$ cat src/rtl/riscv_pc_ctrl_if.sv
// Fetch-side bundle of the PC controller: imem handshake, decode hand-off,
// redirect input and the shared next-PC adder operands/result.
interface riscv_pc_ctrl_if #(
    parameter int XLEN = 32
);
    logic [XLEN-1:0] o_pc;
    logic            o_imem_req;
    logic            i_imem_gnt;
    logic            i_imem_rvalid;
    logic            o_if_valid;
    logic [XLEN-1:0] o_if_pc;
    logic            i_stall;
    logic            i_redirect;
    logic [XLEN-1:0] i_redirect_target;
    logic            o_misalign;
    logic [XLEN-1:0] o_adder_a;
    logic [XLEN-1:0] o_adder_b;
    logic [XLEN-1:0] i_adder_sum;

    modport master (
        output o_pc, o_imem_req, o_if_valid, o_if_pc, o_misalign, o_adder_a, o_adder_b,
        input  i_imem_gnt, i_imem_rvalid, i_stall, i_redirect, i_redirect_target, i_adder_sum
    );

    modport slave (
        input  o_pc, o_imem_req, o_if_valid, o_if_pc, o_misalign, o_adder_a, o_adder_b,
        output i_imem_gnt, i_imem_rvalid, i_stall, i_redirect, i_redirect_target, i_adder_sum
    );
endinterface

$ cat src/rtl/riscv_pc_ctrl.sv
// RV32I fetch-stage PC controller: sequences single-outstanding imem fetches,
// holds on decode stalls and applies branch/jump redirects with stale-response drain.
module riscv_pc_ctrl #(
    parameter int              XLEN      = 32,
    parameter logic [XLEN-1:0] RESET_VEC = 32'h0000_0000
) (
    input  logic              i_clk,
    input  logic              i_rst,
    riscv_pc_ctrl_if.master   bus
);

    typedef enum logic [2:0] {
        ST_IDLE  = 3'd0,
        ST_REQ   = 3'd1,
        ST_WAIT  = 3'd2,
        ST_HOLD  = 3'd3,
        ST_DRAIN = 3'd4
    } state_t;

    state_t          state_r;
    state_t          state_s;
    logic [XLEN-1:0] pc_r;
    logic [XLEN-1:0] pc_s;
    logic            misalign_r;
    logic            misalign_s;

    function automatic logic [XLEN-1:0] align_word(input logic [XLEN-1:0] addr);
        return {addr[XLEN-1:2], 2'b00};
    endfunction

    // State, PC and misalign flag registers.
    always_ff @(posedge i_clk or posedge i_rst) begin
        if (i_rst) begin
            state_r    <= ST_IDLE;
            pc_r       <= RESET_VEC;
            misalign_r <= 1'b0;
        end else begin
            state_r    <= state_s;
            pc_r       <= pc_s;
            misalign_r <= misalign_s;
        end
    end

    // Next-state and next-PC selection; a redirect overrides stall and sequential advance.
    always_comb begin
        state_s    = state_r;
        pc_s       = pc_r;
        misalign_s = 1'b0;
        if (bus.i_redirect) begin
            pc_s       = align_word(bus.i_redirect_target);
            misalign_s = |bus.i_redirect_target[1:0];
            case (state_r)
                // A grant this cycle still belongs to the old PC, so its response must be dropped.
                ST_REQ:   state_s = bus.i_imem_gnt    ? ST_DRAIN : ST_REQ;
                ST_WAIT:  state_s = bus.i_imem_rvalid ? ST_REQ   : ST_DRAIN;
                ST_DRAIN: state_s = bus.i_imem_rvalid ? ST_REQ   : ST_DRAIN;
                ST_IDLE:  state_s = ST_REQ;
                ST_HOLD:  state_s = ST_REQ;
                default:  state_s = ST_IDLE;
            endcase
        end else begin
            case (state_r)
                ST_IDLE: state_s = ST_REQ;
                ST_REQ: begin
                    if (bus.i_imem_gnt) begin
                        state_s = ST_WAIT;
                    end else begin
                        state_s = ST_REQ;
                    end
                end
                ST_WAIT: begin
                    if (bus.i_imem_rvalid && !bus.i_stall) begin
                        pc_s    = bus.i_adder_sum;
                        state_s = ST_REQ;
                    end else if (bus.i_imem_rvalid) begin
                        state_s = ST_HOLD;
                    end else begin
                        state_s = ST_WAIT;
                    end
                end
                ST_HOLD: begin
                    if (!bus.i_stall) begin
                        pc_s    = bus.i_adder_sum;
                        state_s = ST_REQ;
                    end else begin
                        state_s = ST_HOLD;
                    end
                end
                ST_DRAIN: begin
                    if (bus.i_imem_rvalid) begin
                        state_s = ST_REQ;
                    end else begin
                        state_s = ST_DRAIN;
                    end
                end
                default: state_s = ST_IDLE;
            endcase
        end
    end

    assign bus.o_pc       = pc_r;
    assign bus.o_if_pc    = pc_r;
    assign bus.o_misalign = misalign_r;
    assign bus.o_imem_req = (state_r == ST_REQ);
    assign bus.o_if_valid = (state_r == ST_WAIT) && bus.i_imem_rvalid && !bus.i_redirect;
    assign bus.o_adder_a  = pc_r;
    assign bus.o_adder_b  = {{(XLEN-3){1'b0}}, 3'b100};

endmodule

$ cat src/flat_wrapper.sv
// flat-port wrapper written by rule: the top's interface ports become plain ports
module riscv_pc_ctrl_flat 
#(
    parameter int              XLEN      = 32,
    parameter logic [XLEN-1:0] RESET_VEC = 32'h0000_0000
)
  (i_clk, i_rst, bus_o_pc, bus_o_imem_req, bus_o_if_valid, bus_o_if_pc, bus_o_misalign, bus_o_adder_a, bus_o_adder_b, bus_i_imem_gnt, bus_i_imem_rvalid, bus_i_stall, bus_i_redirect, bus_i_redirect_target, bus_i_adder_sum);
  riscv_pc_ctrl_if #(.XLEN(XLEN)) bus_i ();
  input  logic i_clk;
  input  logic i_rst;
  output wire logic [$bits(bus_i.o_pc)-1:0] bus_o_pc;
  output wire logic [$bits(bus_i.o_imem_req)-1:0] bus_o_imem_req;
  output wire logic [$bits(bus_i.o_if_valid)-1:0] bus_o_if_valid;
  output wire logic [$bits(bus_i.o_if_pc)-1:0] bus_o_if_pc;
  output wire logic [$bits(bus_i.o_misalign)-1:0] bus_o_misalign;
  output wire logic [$bits(bus_i.o_adder_a)-1:0] bus_o_adder_a;
  output wire logic [$bits(bus_i.o_adder_b)-1:0] bus_o_adder_b;
  input wire logic [$bits(bus_i.i_imem_gnt)-1:0] bus_i_imem_gnt;
  input wire logic [$bits(bus_i.i_imem_rvalid)-1:0] bus_i_imem_rvalid;
  input wire logic [$bits(bus_i.i_stall)-1:0] bus_i_stall;
  input wire logic [$bits(bus_i.i_redirect)-1:0] bus_i_redirect;
  input wire logic [$bits(bus_i.i_redirect_target)-1:0] bus_i_redirect_target;
  input wire logic [$bits(bus_i.i_adder_sum)-1:0] bus_i_adder_sum;
  assign bus_o_pc = bus_i.o_pc;
  assign bus_o_imem_req = bus_i.o_imem_req;
  assign bus_o_if_valid = bus_i.o_if_valid;
  assign bus_o_if_pc = bus_i.o_if_pc;
  assign bus_o_misalign = bus_i.o_misalign;
  assign bus_o_adder_a = bus_i.o_adder_a;
  assign bus_o_adder_b = bus_i.o_adder_b;
  assign bus_i.i_imem_gnt = bus_i_imem_gnt;
  assign bus_i.i_imem_rvalid = bus_i_imem_rvalid;
  assign bus_i.i_stall = bus_i_stall;
  assign bus_i.i_redirect = bus_i_redirect;
  assign bus_i.i_redirect_target = bus_i_redirect_target;
  assign bus_i.i_adder_sum = bus_i_adder_sum;
  riscv_pc_ctrl #(.XLEN(XLEN), .RESET_VEC(RESET_VEC)) u_core (.i_clk(i_clk), .i_rst(i_rst), .bus(bus_i));
endmodule
$ cat config.mk
export PLATFORM = sky130hd
export DESIGN_NAME = riscv_pc_ctrl_flat
export DESIGN_NICKNAME = d
export VERILOG_FILES = /design/src/rtl/riscv_pc_ctrl_if.sv /design/src/rtl/riscv_pc_ctrl.sv /design/src/flat_wrapper.sv
export SDC_FILE = /design/constraint.sdc
export NUM_CORES = 1
export LEC_CHECK = 0
export CORE_MARGIN = 5
export CORE_UTILIZATION = 37
export DETAILED_ROUTE_END_ITERATION = 8
export HOLD_SLACK_MARGIN = 0.05
export PLACE_DENSITY = 0.92
export REMOVE_ABC_BUFFERS = 1
export SYNTH_ARGS = -nofsm -noshare
export SYNTH_HDL_FRONTEND = slang
export SYNTH_SLANG_ARGS = --single-unit
$ cat constraint.sdc
create_clock -name i_clk -period 3.5 [get_ports i_clk]
set_input_delay 0.7 -clock i_clk [delete_from_list [all_inputs] [get_ports i_clk]]
set_output_delay 0.7 -clock i_clk [all_outputs]
set_load 0.02 [all_outputs]
==> results.md <==
- Buf/Inv on CP: 2
- Post-CTS Hold Buffers: 0
- Grt ovf: 0
- Ys flop type: dfrtp_1
- HPWL Detailed: 5.93 mm
- Max-slew headroom: 47.2%
- Worst setup path class: input pin to output port
- Max-Cap Viols: 0
- WP data required: 2.80 ns
- Final WL: 7.99 mm
- Max Clock Freq: 0.347 GHz
- Fraction of layout cells with a size suffix above 1: 4.34%
- Max FO, Critical Path: 6
- Slew Viols, Final: 0
- Core area: 6790 um2
- Die Height: 93.7 um
- Clock transition at path regs: 0.07 ns
- RSZ-0062 raised after global routing: false
- Critical Path Sink Type: output port
- # DRC: 0
- Commonest non-fill, non-tap cell in the layout: clkdlybuf4s50_1
- Fin Setup TNS: 0 ns
- Setup crit start kind: input pin
- Tmin final: 2.89 ns
- Sequential cell area fraction in the yosys report: 34.7%
- PD cells: 469 nW/um2
- Count of cell types in the netlist: 25
- Post-CTS sizing: 0
- Synth warn: 0
- Hold Crit Class: register to register
- # setup viols final: 0
- Fillers: 599
- Leakage: 1.48 nW
- Post-CTS setup buffer count: 0
- Synth Area per Inst: 8.68 um2
- Starting DRT DRC Count: 77
- Commonest cells after routing, fill and taps aside: clkdlybuf4s50_1, dfrtp_1, a21oi_1, conb_1
- Global router's overall resource usage: 17.1%
- First-pass GRT wire length: 12.1 mm
- Gpl congestion: 0.730
- Worst-Skew Late Latency: 0.28 ns
- Top delay family on crit path: buffers and inverters
- Mapped Area: 2590 um2
- Initial Util: 38.2%
- Clock skew: 0.00445 ns
- I/O Buffers: 168
- Tcrit/Tclk final: 82.5%
- Crit-path most repeated cell: clkdlybuf4s50_1
- Cells after Synth: 299
- I/O Pins: 201
- Outcome: complete, no violations
- CTS tree: done
- Vias in the first global route: 2438
- H-tree Lvls: 2
- Critical Path AT: 2.19 ns
- Synthesis-to-finish area growth: 45.8%
- Initial antenna violation count: 0
- Yosys reg bits: 36
- Worst path max stage delay: 0.64 ns
- Slew @ Worst Pin: 0.792 ns
- Num CTS Buffers: 5
- Via/cell ratio: 4.83
- Fin. Hold Viols: 0
- Std cell rows: 30
- Full die area: 8790 um2
- Layout Nets: 462
- Crit-path cells: clkdlybuf4s50_1 > nand2b_1 > nor3_1 > clkdlybuf4s50_1
- CTS root buf: clkbuf_8
- Largest net degree at the start of global routing: 66
- DIE WIDTH: 93.7 um
- Dpl ws: 0.615 ns
- Maximum vdd ir drop: 320 uV
- Clock sink total: 36
- Final critical-path setup slack: 0.614 ns
- Routed length per instance: 16.4 um
- Post-synth EDFFs: 0
- Asr flop ratio synth: 100%
- Slowest-stage cell, CP: clkdlybuf4s50_1
- Via Count: 2355
- DRT Pass-1 Iters: 4
- Longest Clk Path Bufs: 2
- Ant diodes: 0
- Antenna Nets Post-Route: 0
==> state kept, by name, summed over array words and instances (netlist names) <==
| register | cells |
|---|---|
| u_core.bus.o_misalign | 1 |
| u_core.bus.o_adder_a | 32 |
| u_core.state_r | 3 |
==> layer usage <==
layer  GRT usage (%)  part of all wire (%)  vias up
li1                -                     -     1075
met1            18.9                    36     1119
met2            31.6                    52      148
met3            4.81                    10       13
met4            5.05                   1.6        0
met5               0                     0        -
==> worst reg2reg max path: cells and delay by family, from the launching register on <==
family	cells	cell delay (ns)
simple gates	1	0.65
flops	1	0.46
buf+inv	1	0.37
compound gates	2	0.33
==> kinds of logic after synthesis <==
| family | synth area share, % |
|---|---|
| buffers and inverters | 32.9 |
| AOI/OAI and AO/OA | 21.9 |
| and+or+nand+nor | 10.2 |
| DFF | 34.7 |
| other | 0.289 |
==> through the flow <==
| step | utilization (%) | area (um2) | hold WS (ns) | power (mW) | instances |
|---|---|---|---|---|---|
| floorplan | - | 1860 | 0.515 | 0.963 | 213 |
| global placement | 54.3 | 3690 | 0.557 | 1.44 | 481 |
| detailed placement | 54.3 | 3690 | 0.578 | 1.46 | 481 |
| CTS | 55.7 | 3780 | 0.588 | 1.79 | 488 |
| global route | 55.7 | 3780 | 0.623 | 1.87 | 488 |
| finish | 55.7 | 3780 | 0.583 | 1.77 | 488 |
==> path summary, 6_finish.rpt <==
| kind | start | endpoint | slack, ns | cells past startpoint |
|---|---|---|---|---|
| max | bus_i_imem_rvalid | bus_o_if_valid | 0.61 | 4 |
| min | u_core.bus.o_adder_a[19] | u_core.bus.o_adder_a[19] | 0.58 | 2 |
| max reg2reg | u_core.state_r[1] | u_core.bus.o_adder_a[13] | 1.62 | 4 |
| min reg2reg | u_core.bus.o_adder_a[19] | u_core.bus.o_adder_a[19] | 0.58 | 2 |
| max in group asynchronous | i_rst | u_core.bus.o_adder_a[21] | 2.32 | 3 |
| min in group asynchronous | i_rst | u_core.bus.o_adder_a[25] | 0.84 | 3 |
==> cell usage after synthesis, types with 2 or more instances <==
library cell / instances / area share, %
buf_6: 4 / 1.7
nor3_1: 3 / 0.58
nor2b_1: 31 / 7.5
buf_2: 4 / 0.77
o21ai_0: 17 / 3.3
a21oi_1: 33 / 6.4
conb_1: 2 / 0.29
a31oi_1: 30 / 7.2
dfrtp_1: 36 / 35
clkbuf_1: 5 / 0.72
clkbuf_2: 3 / 0.58
nand3_1: 2 / 0.39
o21ai_1: 17 / 3.3
buf_4: 100 / 29
nor3b_1: 2 / 0.58
==> power by group <==
part,switching [mW],internal [mW]
sequential,0.0780,0.477
clock,0.144,0.175
combinational,0.488,0.411
==> cell type report <==
type                       count  area (um2)  area share [%]
clock buffer                   7        96.3            2.55
inverter                       1        3.75          0.0992
multi-input combinational    176         956            25.3
sequential                    36         901            23.8
tap                           96         120            3.17
timing repair buffer         172        1710            45.1
No activity file was read; power rests on OpenSTA's default activity.
